`src/rtl/xor_frame_parity.sv`:
```
// rtl/xor_frame_parity.sv - per-frame one-count and parity of a 2-bit XOR beat stream
// The next frame keeps accumulating while the previous result waits on out_ready.

module xor_frame_parity #(
  parameter int FRAME_LEN = 4,
  parameter int CNT_W     = 2
) (
  input  logic             clock,
  input  logic             reset,
  input  logic [1:0]       in_data,
  input  logic             in_valid,
  output logic             in_ready,
  input  logic             in_flush,
  output logic [CNT_W:0]   out_ones,
  output logic             out_parity,
  output logic             out_valid,
  input  logic             out_ready
);

  localparam logic [CNT_W-1:0] LAST_IDX = CNT_W'(FRAME_LEN - 1);

  logic [CNT_W-1:0] cnt;
  logic [CNT_W:0]   acc;
  logic             last_beat;
  logic             accept;
  logic             beat_xor;
  logic [CNT_W:0]   sum;

  assign last_beat = (cnt == LAST_IDX);
  assign beat_xor  = in_data[0] ^ in_data[1];
  assign sum       = acc + {{CNT_W{1'b0}}, beat_xor};

  // Only the closing beat must stall, and only while the output slot cannot free up this cycle.
  assign in_ready = !reset && !in_flush && !(last_beat && out_valid && !out_ready);
  assign accept   = in_valid && in_ready;

  always_ff @(posedge clock) begin
    if (reset) begin
      cnt        <= '0;
      acc        <= '0;
      out_ones   <= '0;
      out_parity <= 1'b0;
      out_valid  <= 1'b0;
    end else begin
      if (out_valid && out_ready)
        out_valid <= 1'b0;

      if (in_flush) begin
        cnt <= '0;
        acc <= '0;
      end else if (accept) begin
        if (last_beat) begin
          out_ones   <= sum;
          out_parity <= sum[0];
          out_valid  <= 1'b1;
          cnt        <= '0;
          acc        <= '0;
        end else begin
          cnt <= cnt + 1'b1;
          acc <= sum;
        end
      end
    end
  end

endmodule

```
`config.mk`:
```
export PLATFORM = sky130hd
export DESIGN_NAME = xor_frame_parity
export DESIGN_NICKNAME = d
export VERILOG_FILES = /design/src/rtl/xor_frame_parity.sv
export SDC_FILE = /design/constraint.sdc
export NUM_CORES = 1
export LEC_CHECK = 0
export CORE_AREA = 2 2 39 41
export CTS_CLUSTER_SIZE = 20
export DETAILED_ROUTE_END_ITERATION = 8
export DIE_AREA = 0 0 41 43
export SLEW_MARGIN = 20
export SYNTH_ARGS = -nofsm -noshare
export SYNTH_HDL_FRONTEND = slang
export SYNTH_SLANG_ARGS = --single-unit
```
`constraint.sdc`:
```
create_clock -name clock -period 1.2 [get_ports clock]
set_input_delay 0.24 -clock clock [delete_from_list [all_inputs] [get_ports clock]]
set_output_delay 0.24 -clock clock [all_outputs]
set_load 0.05 [all_outputs]
```
* Word-level counts from Yosys, hierarchy flattened *
Index checks and enable logic that the tools add are counted.

storage, ports and cells
  bits in read-only memories = 0
  latch bits = 0
  register bits = 10
  input port bits = 7
  RAM bits = 0
  memories = 0
  output and inout port bits = 6
  word-level logic and storage cells = 28

operators by class
  $add $sub $neg = 2
  shifts and indexed selects = 0
  div/mod/pow operators = 0
  order comparisons = 0
  reductions and logical operators = 12
  eq/ne operators = 1
  bitwise logic cells = 2
  multiplexer cells = 6
  $mul = 0

operators by type and width
  operator               number
  $logic_and A1 B1 Y1    6
  $logic_not A1 Y1       4
  $mux W1                4
  $add A3 B1 Y3          1
  $mux W3                1
  $reduce_and A3 Y1      1
  $add A2 B1 Y2 const B  1
  $eq A2 B2 Y1 const B   1
  $mux W2                1
  $reduce_or A2 Y1       1
  $not A1 Y1             1
  $xor A1 B1 Y1          1

* Logic depth before layout (Yosys ltp) *
Gate-level depths: netlist of run 1.

  depth after elaboration = 8
  gate-level depth with buffers = 6
  depth with buffers taken out = 6

* Least setup slack after synthesis of run 1 *
No wires, ideal clock.

  path type = register to output
  start point = register out_valid
  end point = output in_ready
  data required time = 0.960 ns
  buffers on the path = 0
  slack = -0.488 ns
  stages on the path, launching flop included = 3
  arrival = 1.448 ns
  path through = dfxtp_1 > and3b_2 > nor2_1

between the ends
  longest elaborated chain between the ends = 4

RTL lines
  what                              line  text
  start: declaration                16    output logic out_valid,
  start signal: assignment          43    out_valid <= 1'b0;
  start signal: assignment          46    out_valid <= 1'b0;
  start signal: assignment          55    out_valid <= 1'b1;
  $logic_and A1 B1 Y1 (2 in a row)  34    assign in_ready = !reset && !in_flush && !(last_beat && out_valid && !out_ready);
  $logic_not A1 Y1                  34
  $logic_and A1 B1 Y1               34
  end: declaration                  12    output logic in_ready,

No other way between the ends.

* Worst setup path in the final report of run 1 *
  start point = input in_flush
  end point = output in_ready

between the ends
  longest elaborated chain between the ends = 3

RTL lines
  what                              line  text
  start: declaration                13    input logic in_flush,
  $logic_not A1 Y1                  34
  $logic_and A1 B1 Y1 (2 in a row)  34

No other way between the ends.

==> qor.csv, run 1 <==
stage;metric;value;unit
cts;clk sink count;9;
timing;RSZ-0062 raised after global routing;true;
setup_path;Startpoint Class;input pin;
die;row cnt;14;
synth;synthesized flop and latch total;9;
timing;crit path setup slack, layout;-264;ps
timing;Final Skew;5.20;ps
final_layout;FILL cells;121;
final_layout;design area;837;um2
detailed_routing;wire length per cell;12.3;um
setup_path;Critical Path End;in_ready;
run_status;status;complete, but fails checks;
global_route;initial antenna violation count;0;
synth;Synth area leader;dfxtp_1;
pwr;pwr/cell area;776;nW/um2
timing;max frequency;683;MHz
synth;register area share after synthesis;0.398;
placement;Port Buffers;12;
synth;commonest register cell after synthesis;dfxtp_1;
setup_path;R2R Path End;acc[0];
global_route;total track usage;0.169;
synth;top cells by area, synth;dfxtp_1 (40%), a21oi_1 (8.8%), ha_1 (8.3%), o21ai_0 (4.4%), xor2_1 (3.9%);
timing;Final min period;1460;ps
synth;Mean Syn Cell Area;8.71;um2
setup_path;CP max FO;2;
final_layout;Layout area overhead;84.8;%
setup_path;Worst R2R Path Depth;7;
global_route;pin count of the biggest net entering global routing;6;
timing;Max-slew headroom;0.826;
synth;ys async rst share;0;
run_status;failing checks;negative setup slack;
timing;Slew @ Worst Pin;260;ps
cts;CTS tree;built;
pwr;worst vdd ir;0.556;mV
detailed_routing;drt pass-1 iters;4;
setup_path;worst reg-to-reg setup slack;-180;ps
placement;Placement Cell Area;729;um2
detailed_routing;Post-Route WL;1150;um
cts;H-tree depth;1;
die;I/O pins;13;
detailed_routing;DRT antenna net count;0;
worst_hold_path;Hold WC Path Type;reg2reg;
synth;Synth Instances;52;
global_route;vias in the first global route;468;
synth;Yosys Warn Count;0;
final_layout;ratio of cells with drive above 1 in the final layout;0.500;
setup_path;CP cell instances;clkdlybuf4s50_1, or2_4, nor2_4, buf_12;
pwr;combinational power share;0.157;
placement;RD Place Congestion;0.758;
final_layout;Final nets;89;
worst_hold_path;worst hold start;acc[0];
timing;Setup-failing EPs final;6;
timing;final period utilization;1.22;
flow_run;max-cap viol count;0;
cts;Root Driver;clkbuf_4;
setup_path;slowest library cell on the worst path;clkdlybuf4s50_1;
placement;pre-CTS setup slack;-531;ps
pwr;Leak;0.000328;uW
setup_path;CP required;960;ps
setup_path;Critical Path Max Stage Delay;440;ps
pwr;Tot Pwr;650;uW
die;Die Width;41;um
synth;number of flops mapped to enable cells by yosys;0;
timing;Final Hold Fails;0;
pwr;Clk pwr share;0.370;
synth;Synth top area share;0.398;
die;Initial Utilization;0.327;
die;Die Y-Extent;43;um
cts;Skew-Pair Late Insertion Delay;270;ps
detailed_routing;Via density;4.94;
setup_path;Critical Path End Type;output pin;
setup_path;Worst Path Class, Setup;in2out;
timing;Slew Limit Fails;0;
setup_path;crit path from;in_flush;
cts;Worst-path clk slew;60;ps
die;core area;1380;um2
die;die area;1760;um2
global_route;total gr overflow;0;
detailed_routing;drc violations;0;
final_layout;Inserted Diodes;0;
setup_path;FF-to-FF Start;cnt[0];
placement;Detail Placement HPWL;838;um
pwr;sequential share of power;0.472;
synth;Syn Nets;62;
global_route;first-pass GRT wire length;1940;um
synth;Post-Syn Area;453;um2
pwr;sw power;160;uW
setup_path;critical path arrival;1220;ps
pwr;Cell Int Power;490;uW
cts;Clock Path Buffers;2;
synth;Distinct cells, synth;22;
cts;CTS buffer count;3;
pwr;sw frac;0.246;
detailed_routing;number of DRC markers in iteration 0;6;
detailed_routing;routed via count;464;
## cell families after synthesis
| kind of cell | Yosys count | synth area share |
|---|---|---|
| flops | 9 | 0.398 |
| mux | 1 | 0.0221 |
| fa+ha+maj | 3 | 0.0829 |
| simple gates | 18 | 0.240 |
| xor+xnor | 2 | 0.0387 |
| buf+inv | 3 | 0.0332 |
| compound gates | 16 | 0.185 |
## how the worst min path moves through the flow
stage	to	cells after the start
after floorplan	out_valid	1
after global placement	cnt[0]	1
after detailed placement	cnt[0]	1
after CTS	acc[0]	2
after global routing	acc[0]	2
final	acc[0]	2
## per-stage QoR
step / setup TNS, ps / hold WS, ps / util / instances
2_1_floorplan: -39.2 / 302 / - / 52
3_3_place_gp: -2880 / 444 / 0.527 / 87
3_5_place_dp: -2990 / 449 / 0.527 / 87
4_1_cts: -417 / 473 / 0.577 / 93
5_1_grt: -1030 / 487 / 0.605 / 94
6_report: -841 / 471 / 0.605 / 94
## sequential cells by signal, summed over array words and instances (netlist names)
register   flops
acc            3
out_ones       3
cnt            2
out_valid      1
## synth_stat cells (2+ instances only)
cell type and n:
nor2_1 3, ha_1 3, dfxtp_1 9, a21oi_1 8, o21ai_1 2, inv_1 2
o21ai_0 4, nand2_1 4, xor2_1 2, nand3_1 3
## critical path: cells and delay by family
kind / cells / cell delay [ps]
buffers and inverters: 2 / 580
and+or+nand+nor: 2 / 410
## layout make-up
class                           instances  area [um2]  area share
Timing Repair Buffer                   23         262       0.312
Multi-Input combinational cell         40         337       0.402
Sequential cell                         9         185       0.221
Clock buffer                            4        26.3      0.0314
Tap cell                               16        20.0      0.0239
Inverter                                2        7.51     0.00897
## layout by cell type (no fill, tap or decap), drive strengths merged
master	n
xor2	2
clkbuf	5
a21oi	8
nor2b	2
inv	2
nor2	4
clkdlybuf4s15	1
a31oi	1
and3b	1
or2	1
mux2i	1
nand2b	1
a211oi	1
and4bb	1
o21ai	6
nand3	3
buf	17
nand4bb	1
clkdlybuf4s50	4
ha	3
dfxtp	9
nand2	4
## metal layers
metal	wire (um)	vias up	global-route usage
li1	-	238	-
met1	537	213	0.190
met2	539	11	0.244
met3	60	2	0.0995
met4	14	0	0.0800
met5	0	-	0
## timing repair
action,4_1_cts,5_1_grt
hold buffers,0,0
setup endpoints to repair,5,8
buffers inserted,2,1
resized for setup,10,11
pin swaps,7,7
## power groups by stage
| stage | Clock (uW) | Sequential [uW] | Combinational, uW |
|---|---|---|---|
| floorplan | 0 | 313 | 35.7 |
| global placement | 0 | 313 | 88.8 |
| detailed placement | 0 | 313 | 90.6 |
| CTS | 255 | 307 | 97.4 |
| global route | 270 | 307 | 112 |
| finish | 241 | 307 | 102 |
(Power assumes the default switching activity.)
==> run 2, diff against run 1 <==
--- a/config.mk
+++ b/config.mk
@@ -9,6 +9,7 @@
 export CTS_CLUSTER_SIZE = 20
 export DETAILED_ROUTE_END_ITERATION = 8
 export DIE_AREA = 0 0 41 43
+export GPL_ROUTABILITY_DRIVEN = 0
 export SLEW_MARGIN = 20
 export SYNTH_ARGS = -nofsm -noshare
 export SYNTH_HDL_FRONTEND = slang
==> results of run 2 <==
The final DEF is identical to that of run 1; final timing and power are the same.
==> run 3, diff against run 2 <==
--- a/config.mk
+++ b/config.mk
@@ -5,6 +5,7 @@
 export SDC_FILE = /design/constraint.sdc
 export NUM_CORES = 1
 export LEC_CHECK = 0
+export CAP_MARGIN = 5
 export CORE_AREA = 2 2 39 41
 export CTS_CLUSTER_SIZE = 20
 export DETAILED_ROUTE_END_ITERATION = 8
==> results of run 3 <==
The final DEF is identical to that of run 1; final timing and power are the same.
